## src/rtl/observer_scan_ctrl.sv

```systemverilog
// observer_scan_ctrl
// Sequencer in front of the debug observer. It drives the observer's mode and
// register-select inputs, waits for the select to settle, and captures the
// returned 32-bit word into a stable snapshot for the display. There are two
// sources. In manual mode the select comes from the board switches and is
// captured on a step press. In scan mode the block walks a fixed 22-entry table,
// advanced either by a dwell timer (run_i=1) or by single step presses.
//
// Ports:
//   clk, rst_n                  system clock, async active-low reset
//   manual_i, run_i             source / advance selection (sampled in IDLE only)
//   step_i                      raw step button, asynchronous to clk
//   mode_req_i, sel_req_i       manual mode / register-select request
//   obs_data_i                  observer data word
//   obs_mode_o, obs_sel_o       drive to the observer
//   snap_data/mode/sel_o        captured word and the select it came from
//   snap_valid_o                one-cycle pulse, snapshot updated
//   scan_idx_o                  current scan-table index, 0..21
//   sweep_done_o                one-cycle pulse when the index wraps 21->0
//   sweep_sum_o                 XOR checksum of the last full sweep
//
// Build option: define OBS_SCAN_CHECKSUM_EN to enable the sweep checksum
// accumulator; otherwise sweep_sum_o is tied to zero.
//
// state    | meaning
// ---------+--------------------------------------------------------------
// IDLE     | waiting for a trigger; obs_mode/obs_sel hold last value
// SETTLE   | select applied, counting SETTLE_CYCLES before the capture
// CAPTURE  | obs_data_i registered into the snapshot at the end of this cycle
// DWELL    | auto-scan hold between entries, DWELL_CYCLES long

module observer_scan_ctrl #(
  parameter int unsigned SETTLE_CYCLES = 2,
  parameter int unsigned DWELL_CYCLES  = 50_000_000,
  parameter int unsigned CNT_W         = 26
) (
  input  logic        clk,
  input  logic        rst_n,
  input  logic        manual_i,
  input  logic        run_i,
  input  logic        step_i,
  input  logic [2:0]  mode_req_i,
  input  logic [3:0]  sel_req_i,
  input  logic [31:0] obs_data_i,
  output logic [2:0]  obs_mode_o,
  output logic [3:0]  obs_sel_o,
  output logic [31:0] snap_data_o,
  output logic [2:0]  snap_mode_o,
  output logic [3:0]  snap_sel_o,
  output logic        snap_valid_o,
  output logic [4:0]  scan_idx_o,
  output logic        sweep_done_o,
  output logic [31:0] sweep_sum_o
);

  typedef enum logic [1:0] {
    ST_IDLE    = 2'd0,
    ST_SETTLE  = 2'd1,
    ST_CAPTURE = 2'd2,
    ST_DWELL   = 2'd3
  } state_t;

  // Down-counter reload values: terminal count is zero, so load N-1.
  localparam logic [CNT_W-1:0] SETTLE_LOAD = CNT_W'(SETTLE_CYCLES - 1);
  localparam logic [CNT_W-1:0] DWELL_LOAD  = CNT_W'(DWELL_CYCLES - 1);
  localparam logic [4:0]       LAST_IDX    = 5'd21;

  function automatic logic [6:0] scan_entry(input logic [4:0] idx);
    logic [6:0] e;
    case (idx)
      5'd16:               e = {3'd1, 4'd0};
      5'd17, 5'd18, 5'd19: e = {3'd2, idx[3:0]};
      5'd20:               e = {3'd3, 4'd14};
      5'd21:               e = {3'd3, 4'd15};
      default:             e = {3'd0, idx[3:0]};
    endcase
    return e;
  endfunction

  state_t            state_q, state_d;
  logic [CNT_W-1:0]  cnt_q, cnt_d;
  logic [4:0]        idx_q, idx_d;
  logic              manual_q, manual_d;
  logic              run_q, run_d;
  logic [2:0]        obs_mode_q, obs_mode_d;
  logic [3:0]        obs_sel_q, obs_sel_d;
  logic [31:0]       snap_data_q, snap_data_d;
  logic [2:0]        snap_mode_q, snap_mode_d;
  logic [3:0]        snap_sel_q, snap_sel_d;
  logic              snap_valid_q, snap_valid_d;
  logic              sweep_done_q, sweep_done_d;
  logic              step_meta_q, step_meta_d;
  logic              step_sync_q, step_sync_d;
  logic              step_prev_q, step_prev_d;
  logic              step_edge;
  logic              trigger;
  logic              wrap;
  logic [6:0]        entry;
`ifdef OBS_SCAN_CHECKSUM_EN
  logic [31:0]       acc_q, acc_d;
  logic [31:0]       sum_q, sum_d;
`endif

  assign step_edge = step_sync_q & ~step_prev_q;
  assign entry     = scan_entry(idx_q);

  always_comb begin
    state_d      = state_q;
    cnt_d        = cnt_q;
    idx_d        = idx_q;
    manual_d     = manual_q;
    run_d        = run_q;
    obs_mode_d   = obs_mode_q;
    obs_sel_d    = obs_sel_q;
    snap_data_d  = snap_data_q;
    snap_mode_d  = snap_mode_q;
    snap_sel_d   = snap_sel_q;
    snap_valid_d = 1'b0;
    sweep_done_d = 1'b0;
    step_meta_d  = step_i;
    step_sync_d  = step_meta_q;
    // Edges seen outside IDLE are simply never consumed, i.e. dropped.
    step_prev_d  = step_sync_q;
    trigger      = 1'b0;
    wrap         = 1'b0;
`ifdef OBS_SCAN_CHECKSUM_EN
    acc_d        = acc_q;
    sum_d        = sum_q;
`endif

    case (state_q)
      ST_IDLE: begin
        trigger = (manual_i || !run_i) ? step_edge : 1'b1;
        if (trigger) begin
          manual_d = manual_i;
          run_d    = run_i;
          if (manual_i) begin
            obs_mode_d = mode_req_i;
            obs_sel_d  = sel_req_i;
          end else begin
            obs_mode_d = entry[6:4];
            obs_sel_d  = entry[3:0];
          end
          cnt_d   = SETTLE_LOAD;
          state_d = ST_SETTLE;
        end
      end

      ST_SETTLE: begin
        if (cnt_q == '0) state_d = ST_CAPTURE;
        else             cnt_d   = cnt_q - 1'b1;
      end

      ST_CAPTURE: begin
        snap_data_d  = obs_data_i;
        snap_mode_d  = obs_mode_q;
        snap_sel_d   = obs_sel_q;
        snap_valid_d = 1'b1;
        if (!manual_q) begin
          wrap         = (idx_q == LAST_IDX);
          idx_d        = wrap ? 5'd0 : idx_q + 5'd1;
          sweep_done_d = wrap;
`ifdef OBS_SCAN_CHECKSUM_EN
          if (wrap) begin
            sum_d = acc_q ^ obs_data_i;
            acc_d = '0;
          end else begin
            acc_d = acc_q ^ obs_data_i;
          end
`endif
        end
        cnt_d   = DWELL_LOAD;
        state_d = (!manual_q && run_q) ? ST_DWELL : ST_IDLE;
      end

      ST_DWELL: begin
        // run_i is watched live here so dropping it ends the hold immediately.
        if (!run_i || cnt_q == '0) state_d = ST_IDLE;
        else                       cnt_d   = cnt_q - 1'b1;
      end

      default: state_d = ST_IDLE;
    endcase
  end

  always_ff @(posedge clk or negedge rst_n) begin
    if (!rst_n) begin
      state_q      <= ST_IDLE;
      cnt_q        <= '0;
      idx_q        <= '0;
      manual_q     <= 1'b0;
      run_q        <= 1'b0;
      obs_mode_q   <= '0;
      obs_sel_q    <= '0;
      snap_data_q  <= '0;
      snap_mode_q  <= '0;
      snap_sel_q   <= '0;
      snap_valid_q <= 1'b0;
      sweep_done_q <= 1'b0;
      step_meta_q  <= 1'b0;
      step_sync_q  <= 1'b0;
      step_prev_q  <= 1'b0;
`ifdef OBS_SCAN_CHECKSUM_EN
      acc_q        <= '0;
      sum_q        <= '0;
`endif
    end else begin
      state_q      <= state_d;
      cnt_q        <= cnt_d;
      idx_q        <= idx_d;
      manual_q     <= manual_d;
      run_q        <= run_d;
      obs_mode_q   <= obs_mode_d;
      obs_sel_q    <= obs_sel_d;
      snap_data_q  <= snap_data_d;
      snap_mode_q  <= snap_mode_d;
      snap_sel_q   <= snap_sel_d;
      snap_valid_q <= snap_valid_d;
      sweep_done_q <= sweep_done_d;
      step_meta_q  <= step_meta_d;
      step_sync_q  <= step_sync_d;
      step_prev_q  <= step_prev_d;
`ifdef OBS_SCAN_CHECKSUM_EN
      acc_q        <= acc_d;
      sum_q        <= sum_d;
`endif
    end
  end

  assign obs_mode_o   = obs_mode_q;
  assign obs_sel_o    = obs_sel_q;
  assign snap_data_o  = snap_data_q;
  assign snap_mode_o  = snap_mode_q;
  assign snap_sel_o   = snap_sel_q;
  assign snap_valid_o = snap_valid_q;
  assign scan_idx_o   = idx_q;
  assign sweep_done_o = sweep_done_q;
`ifdef OBS_SCAN_CHECKSUM_EN
  assign sweep_sum_o  = sum_q;
`else
  assign sweep_sum_o  = 32'h0;
`endif

endmodule

```

## config.mk

```make
export PLATFORM = sky130hd
export DESIGN_NAME = observer_scan_ctrl
export DESIGN_NICKNAME = d
export VERILOG_FILES = /design/src/rtl/observer_scan_ctrl.sv
export SDC_FILE = /design/constraint.sdc
export NUM_CORES = 1
export LEC_CHECK = 0
export BUFFER_PORTS_ARGS = -buffer_cell sky130_fd_sc_hd__buf_2
export CAP_MARGIN = 10
export CORE_ASPECT_RATIO = 1.4
export CORE_MARGIN = 5
export CORE_UTILIZATION = 56
export DETAILED_ROUTE_END_ITERATION = 12
export PLACE_DENSITY = 0.93
export SYNTH_ARGS = -nofsm -noshare
export SYNTH_HDL_FRONTEND = slang
export SYNTH_SLANG_ARGS = --single-unit
```

## constraint.sdc

```tcl
create_clock -name clk -period 5.2 [get_ports clk]
set_input_delay 0.52 -clock clk [delete_from_list [all_inputs] [get_ports clk]]
set_output_delay 0.52 -clock clk [all_outputs]
set_load 0.05 [all_outputs]
```

==> impl_metrics.yaml, run 1 <==
yosys:
  synth_xor_area_share_pct: 0.200
  synthAdderAreaFrac_pct: 1.43
  synth-edff-count: 0
  synthCells: 493
  synth.avg_cell_area_um2: 8.89
  synth_flop_cell: "dfrtp_1"
  ys_seq_area_share_pct: 49.1
  post-synth-top-count-cell: "nand2_1"
  ys_seq_elements: 86
  synth_mux_area_share_pct: 1.00
  synth_top_family_by_area: "simple AND/OR/NAND/NOR gates"
  synth.area.top_cells: "dfrtp_1 49%, nand2_1 13%, buf_4 5.5%"
  synth_warnings: 0
  synth_common_cells: "151 x nand2_1, 86 x dfrtp_1, 32 x buf_4, 26 x o21ai_0, 17 x clkbuf_1"
  async_reset_ff_share_pct: 100
  syn_area_um2: 4380
  synth_compound_area_share_pct: 14.2
  yosys.area_share.simple_pct: 25.6
  synth_top_cell_by_area: "dfrtp_1"
  synth.distinct_cells: 57
  yosys.area.top_type_share_pct: 49.1
timing:
  fin_crit_sh_pct: 48.6
  finalHoldViolCount: 0
  setup_violations: 0
  hold_ws_ns: 0.268
  worst_slew_pin_slew_ns: 1.03
  rsz0062_at_grt: "false"
  skew_ns: 0.00520
  maxSlewHeadroom_pct: 31.2
  fmax_mhz: 396
  setup_tns_ns: 0
  fin_crit_ns: 2.53
  slew_violations: 0
detailed_routing:
  viasPerCell: 5.68
  routed_wl_mm: 10.4
  drtPass1Iterations: 5
  vias: 3888
  postRouteAntennaNets: 0
  drt-wirelength-per-cell_um: 15.3
  first_iter_violations: 385
  drc: 0
global_routing:
  track_usage_pct: 21.8
  grt_pass1_vias: 3683
  grt_overflow: 0
  antenna_found_initial: 0
  grt_pass1_wl_mm: 17.2
  grt_max_degree: 87
clock_tree:
  cts_buffer_depth: 2
  htree_num_levels: 3
  cts_tree: "done"
  clkLatencyLatePin_ns: 0.35
  cts.clk_slew.worst_paths_ns: 0.08
  cts_hold_buf: 0
  cts.sinks: 86
  cts_buffers: 9
  root_buffer: "clkbuf_8"
  post_cts_resized: 0
  postCtsSetupRepairBufs: 0
placement:
  io_buffer_count: 96
  place_hpwl_mm: 7.40
  gp_congestion: 0.948
power:
  power.total_w: 0.00221
  ir_drop_uv: 188
  power_density_nw_per_um2: 440
  p_leak_nw: 2.53
worst_setup_path:
  crit_path_start_kind: "register"
  critPathMaxFanout: 19
  reg2regPathDepth: 5
  timing.critical_path.required_ns: 5.49
  crit_arrival_ns: 2.81
  crit_path_end_kind: "register"
  crit_type: "register to register"
layout:
  drive_gt1_share_pct: 22.1
  antenna_cells: 0
  layout.nets: 630
  area_growth_pct: 14.5
  fill_cells: 605
die:
  die-height_um: 115
  die_w_um: 84.8
  fp-row-count: 38
  core-area_um2: 7700
  ios: 129
  start_util_pct: 56.9
  die-area_um2: 9720
job:
  drv_cap: 0
min_path:
  holdPathStages: 1
  hp-class: "primary input to register"
run_status:
  outcome: "complete, no violations"
## cell usage in the layout (no fill, tap or decap), types with 5 or more instances in the layout
cell type	synthesis	routed
a21oi_1	11	11
a31oi_1	8	8
buf_2	1	95
clkbuf_8	0	10
conb_1	1	32
dfrtp_1	86	86
ha_1	5	5
inv_1	12	12
nand2_1	151	151
nand2b_1	6	6
nand3_1	14	14
nand4_1	10	10
nor2_1	16	16
nor3_1	9	9
o211ai_1	11	11
o21ai_0	26	26
o311ai_0	10	10
o31ai_1	5	5
or3_1	7	7
## routing by layer
layer / vias to the layer above / GRT usage (%) / share of wire [%]
li1: 1830 / - / -
met5: - / 0 / 0
met3: 18 / 5.04 / 7.7
met2: 172 / 37.1 / 51
met4: 0 / 10.0 / 1.8
met1: 1868 / 26.3 / 39
## worst max-delay path, cell delays in order (launching register included)
cell and delay [ns]:
dfrtp_1 0.72, inv_1 0.42, nor2_1 0.32, o21ai_0 0.39, or4_1 0.52, nand3_1 0.09
## flip-flops by register name, indices dropped and copies added, names as in the netlist
signal / cells
obs_sel_o: 4
manual_q: 1
snap_sel_o: 4
snap_mode_o: 3
scan_idx_o: 5
obs_mode_o: 3
step_prev_d: 1
sweep_done_o: 1
step_prev_q: 1
snap_data_o: 32
snap_valid_o: 1
state_q: 2
run_q: 1
step_meta_q: 1
cnt_q: 26
## worst paths after layout
| check | slack (ns) | end | from |
|---|---|---|---|
| setup / recovery | 2.67 | cnt_q[17] | state_q[0] |
| hold / removal | 0.27 | step_meta_q | step_i |
| setup reg to reg | 2.67 | cnt_q[17] | state_q[0] |
| hold reg to reg | 0.35 | step_prev_d | step_meta_q |
| max in group asynchronous | 4.20 | cnt_q[7] | rst_n |
| min in group asynchronous | 0.33 | snap_mode_o[1] | rst_n |
## kinds of logic after synthesis
kind of cell / Yosys count
AO/OA/AOI/OAI: 92
XOR/XNOR: 1
adder cells (fa/ha/maj): 5
buffers and inverters: 65
flip-flops: 86
multiplexers: 4
other: 1
AND/OR/NAND/NOR: 239
## report_power, final
| group | internal (W) | switching [W] |
|---|---|---|
| Sequential | 0.000812 | 0.000165 |
| Combinational | 0.000227 | 0.000502 |
| Clock | 0.000280 | 0.000222 |
| Total | 0.00132 | 0.000889 |
## final cells by class
cell class	instances	area, um^2	area share, %
inverter	12	45.0	0.898
timing repair buffer	99	505	10.1
clock inverter	3	68.8	1.37
clock buffer	11	141	2.82
multi-input combinational	373	1980	39.5
tap	100	125	2.49
sequential	86	2150	42.9
## metrics by stage
step | utilization, % | setup WS [ns] | cell area, um^2 | instances
after floorplan | - | 3.07 | 4500 | 524
after global placement | 62.3 | 2.63 | 4800 | 669
after detailed placement | 62.3 | 2.44 | 4800 | 669
after CTS | 65.0 | 2.40 | 5010 | 683
after global routing | 65.1 | 2.44 | 5020 | 684
final | 65.1 | 2.67 | 5020 | 684
Power figures use the tool's default switching activity.
==> run 2, diff against run 1 <==
Settings changed: CORE_UTILIZATION 56 to 47, PLACE_DENSITY 0.93 to 0.84.
Clock period 5.2 ns to 2.1 ns, I/O delays scaled along.
==> run 2 against run 1 <==
The flow now finishes with violations (setup timing); clock skew grew 0.0022 ns; sequential power grew 140%; hold slack lost 0.21 ns; fmax grew 18%; sequential share of layout area shrank 4.2 points; first-iteration DRC count grew 7.8%; critical path depth grew 1; combinational power grew to 3.3 times the previous value; worst setup slack lost 2.7 ns; core utilization shrank 3.8 points.
==> impl_metrics.yaml, run 2 (same netlist as run 1, synthesis figures left out) <==
run_status:
  outcome: "complete, but fails checks"
  violations: "setup timing"
layout:
  final_common_cell: "nand2_1"
  final_cells: 740
  layout_common_cells: "149 x nand2_1, 95 x buf_2, 85 x dfrtp_1"
  drive_gt1_share_pct: 29.9
  antenna_cells: 0
  area_growth_pct: 27.1
  largest_reg_flops: 32
  layout.nets: 677
global_routing:
  grt_max_degree: 51
  grt_overflow: 0
  grt_pass1_vias: 4152
  track_usage_pct: 20.8
  grt_pass1_wl_mm: 19.4
  antenna_found_initial: 0
timing:
  finalHoldViolCount: 0
  setup_slack_ns: -0.0328
  fmax_mhz: 469
  maxSlewHeadroom_pct: 55.0
  worst_slew_pin_slew_ns: 0.674
  skew_ns: 0.00739
  slew_violations: 0
  fin_crit_ns: 2.13
  rsz0062_at_grt: "true"
  setup_tns_ns: -0.0364
  fin_crit_sh_pct: 102
  setup_violations: 2
placement:
  place_hpwl_mm: 8.40
  dp_slack_ns: -0.0417
  io_buffer_count: 96
  place_inst: 711
  gp_congestion: 0.912
worst_setup_path:
  crit_start: "cnt_q[2]"
  timing.critical_path.buf_inv: 1
  r2r_start: "cnt_q[2]"
  crit_path_start_kind: "register"
  slowest_delay_ns: 0.57
  crit_family: "simple AND/OR/NAND/NOR gates"
  path_cells: "or4_4, nor4b_4, buf_4, a41oi_1, o21ai_1, nand3_1"
  crit_arrival_ns: 2.32
  cpMaxStageDelayCell: "or4_4"
  critPathMaxFanout: 4
  timing.critical_path.required_ns: 2.28
  crit_path_end_kind: "register"
  crit_type: "register to register"
die:
  die-height_um: 124
  core-area_um2: 9080
  die_w_um: 91.6
  die-area_um2: 11400
  ios: 129
  start_util_pct: 48.2
  fp-row-count: 41
detailed_routing:
  drtPass1Iterations: 7
  postRouteAntennaNets: 0
  drc: 0
  routed_wl_mm: 12.3
  drt-wirelength-per-cell_um: 16.6
  viasPerCell: 5.73
  vias: 4240
  first_iter_violations: 415
clock_tree:
  root_buffer: "clkbuf_16"
  clkLatencyLatePin_ns: 0.34
  cts.clk_slew.worst_paths_ns: 0.06
  cts.sinks: 86
  cts_buffers: 9
  cts_tree: "done"
  htree_num_levels: 3
  cts_buffer_depth: 2
power:
  ir_drop_uv: 451
  p_leak_nw: 2.81
  power_density_nw_per_um2: 1110
job:
  drv_cap: 0
min_path:
  hp-start: "obs_data_i[14]"
  hp-class: "primary input to register"
[run 2: through the flow]
step	hold WS, ns	util, %	total power (W)	instance area [um^2]
global route	0.0654	61.3	0.00651	5570
finish	0.0570	61.3	0.00619	5570
global placement	0.211	56.2	0.00439	5100
floorplan	-0.0856	-	0.00380	4500
CTS	0.0521	60.1	0.00601	5450
detailed placement	0.217	56.2	0.00449	5100
[run 2: layer usage]
metal	part of all wire, %	GRT usage, %	up-vias	wire (um)
met5	0	0	-	0
met1	36	23.1	2021	4430
met3	7.9	4.59	50	966
met2	53	36.3	239	6480
met4	3.4	11.2	0	422
li1	-	-	1930	-
[run 2: final timing paths]
check / end / slack [ns] / cells after the start
worst max-delay path: cnt_q[25] / -0.03 / 6
worst min-delay path: snap_data_o[14] / 0.06 / 3
worst max register to register: cnt_q[25] / -0.03 / 6
worst min register to register: step_prev_d / 0.35 / 0
max in group asynchronous: cnt_q[13] / 1.09 / 3
min in group asynchronous: obs_sel_o[1] / 0.39 / 2
[run 2: worst min-delay path, cell delays in order]
cell,delay [ns]
buf_2,0.07
nand2_1,0.04
nand2_1,0.04
[run 2: what timing repair did]
action                                  CTS  global route
gates resized for setup                   1            28
endpoints found under the hold margin    39             0
pin swaps                                 6            16
hold buffers                              2             0
endpoints found under the setup margin    1            27
setup buffers                             8             4
[run 2: layout make-up]
class / instances / area [um^2]
fill: 716 / 3510
sequential: 86 / 2150
multi-input combinational: 373 / 2060
timing repair buffer: 146 / 900
clock buffer: 13 / 250
tap: 107 / 134
inverter: 12 / 45.0
clock inverter: 3 / 20.0
[run 2: report_power, final]
group	internal (W)	total [W]	switching, W	leakage, nW
registers	0.00202	0.00237	0.000350	1.07
clock network	0.000833	0.00146	0.000624	0.126
logic	0.000845	0.00237	0.00153	1.62
total	0.00369	0.00619	0.00250	2.81
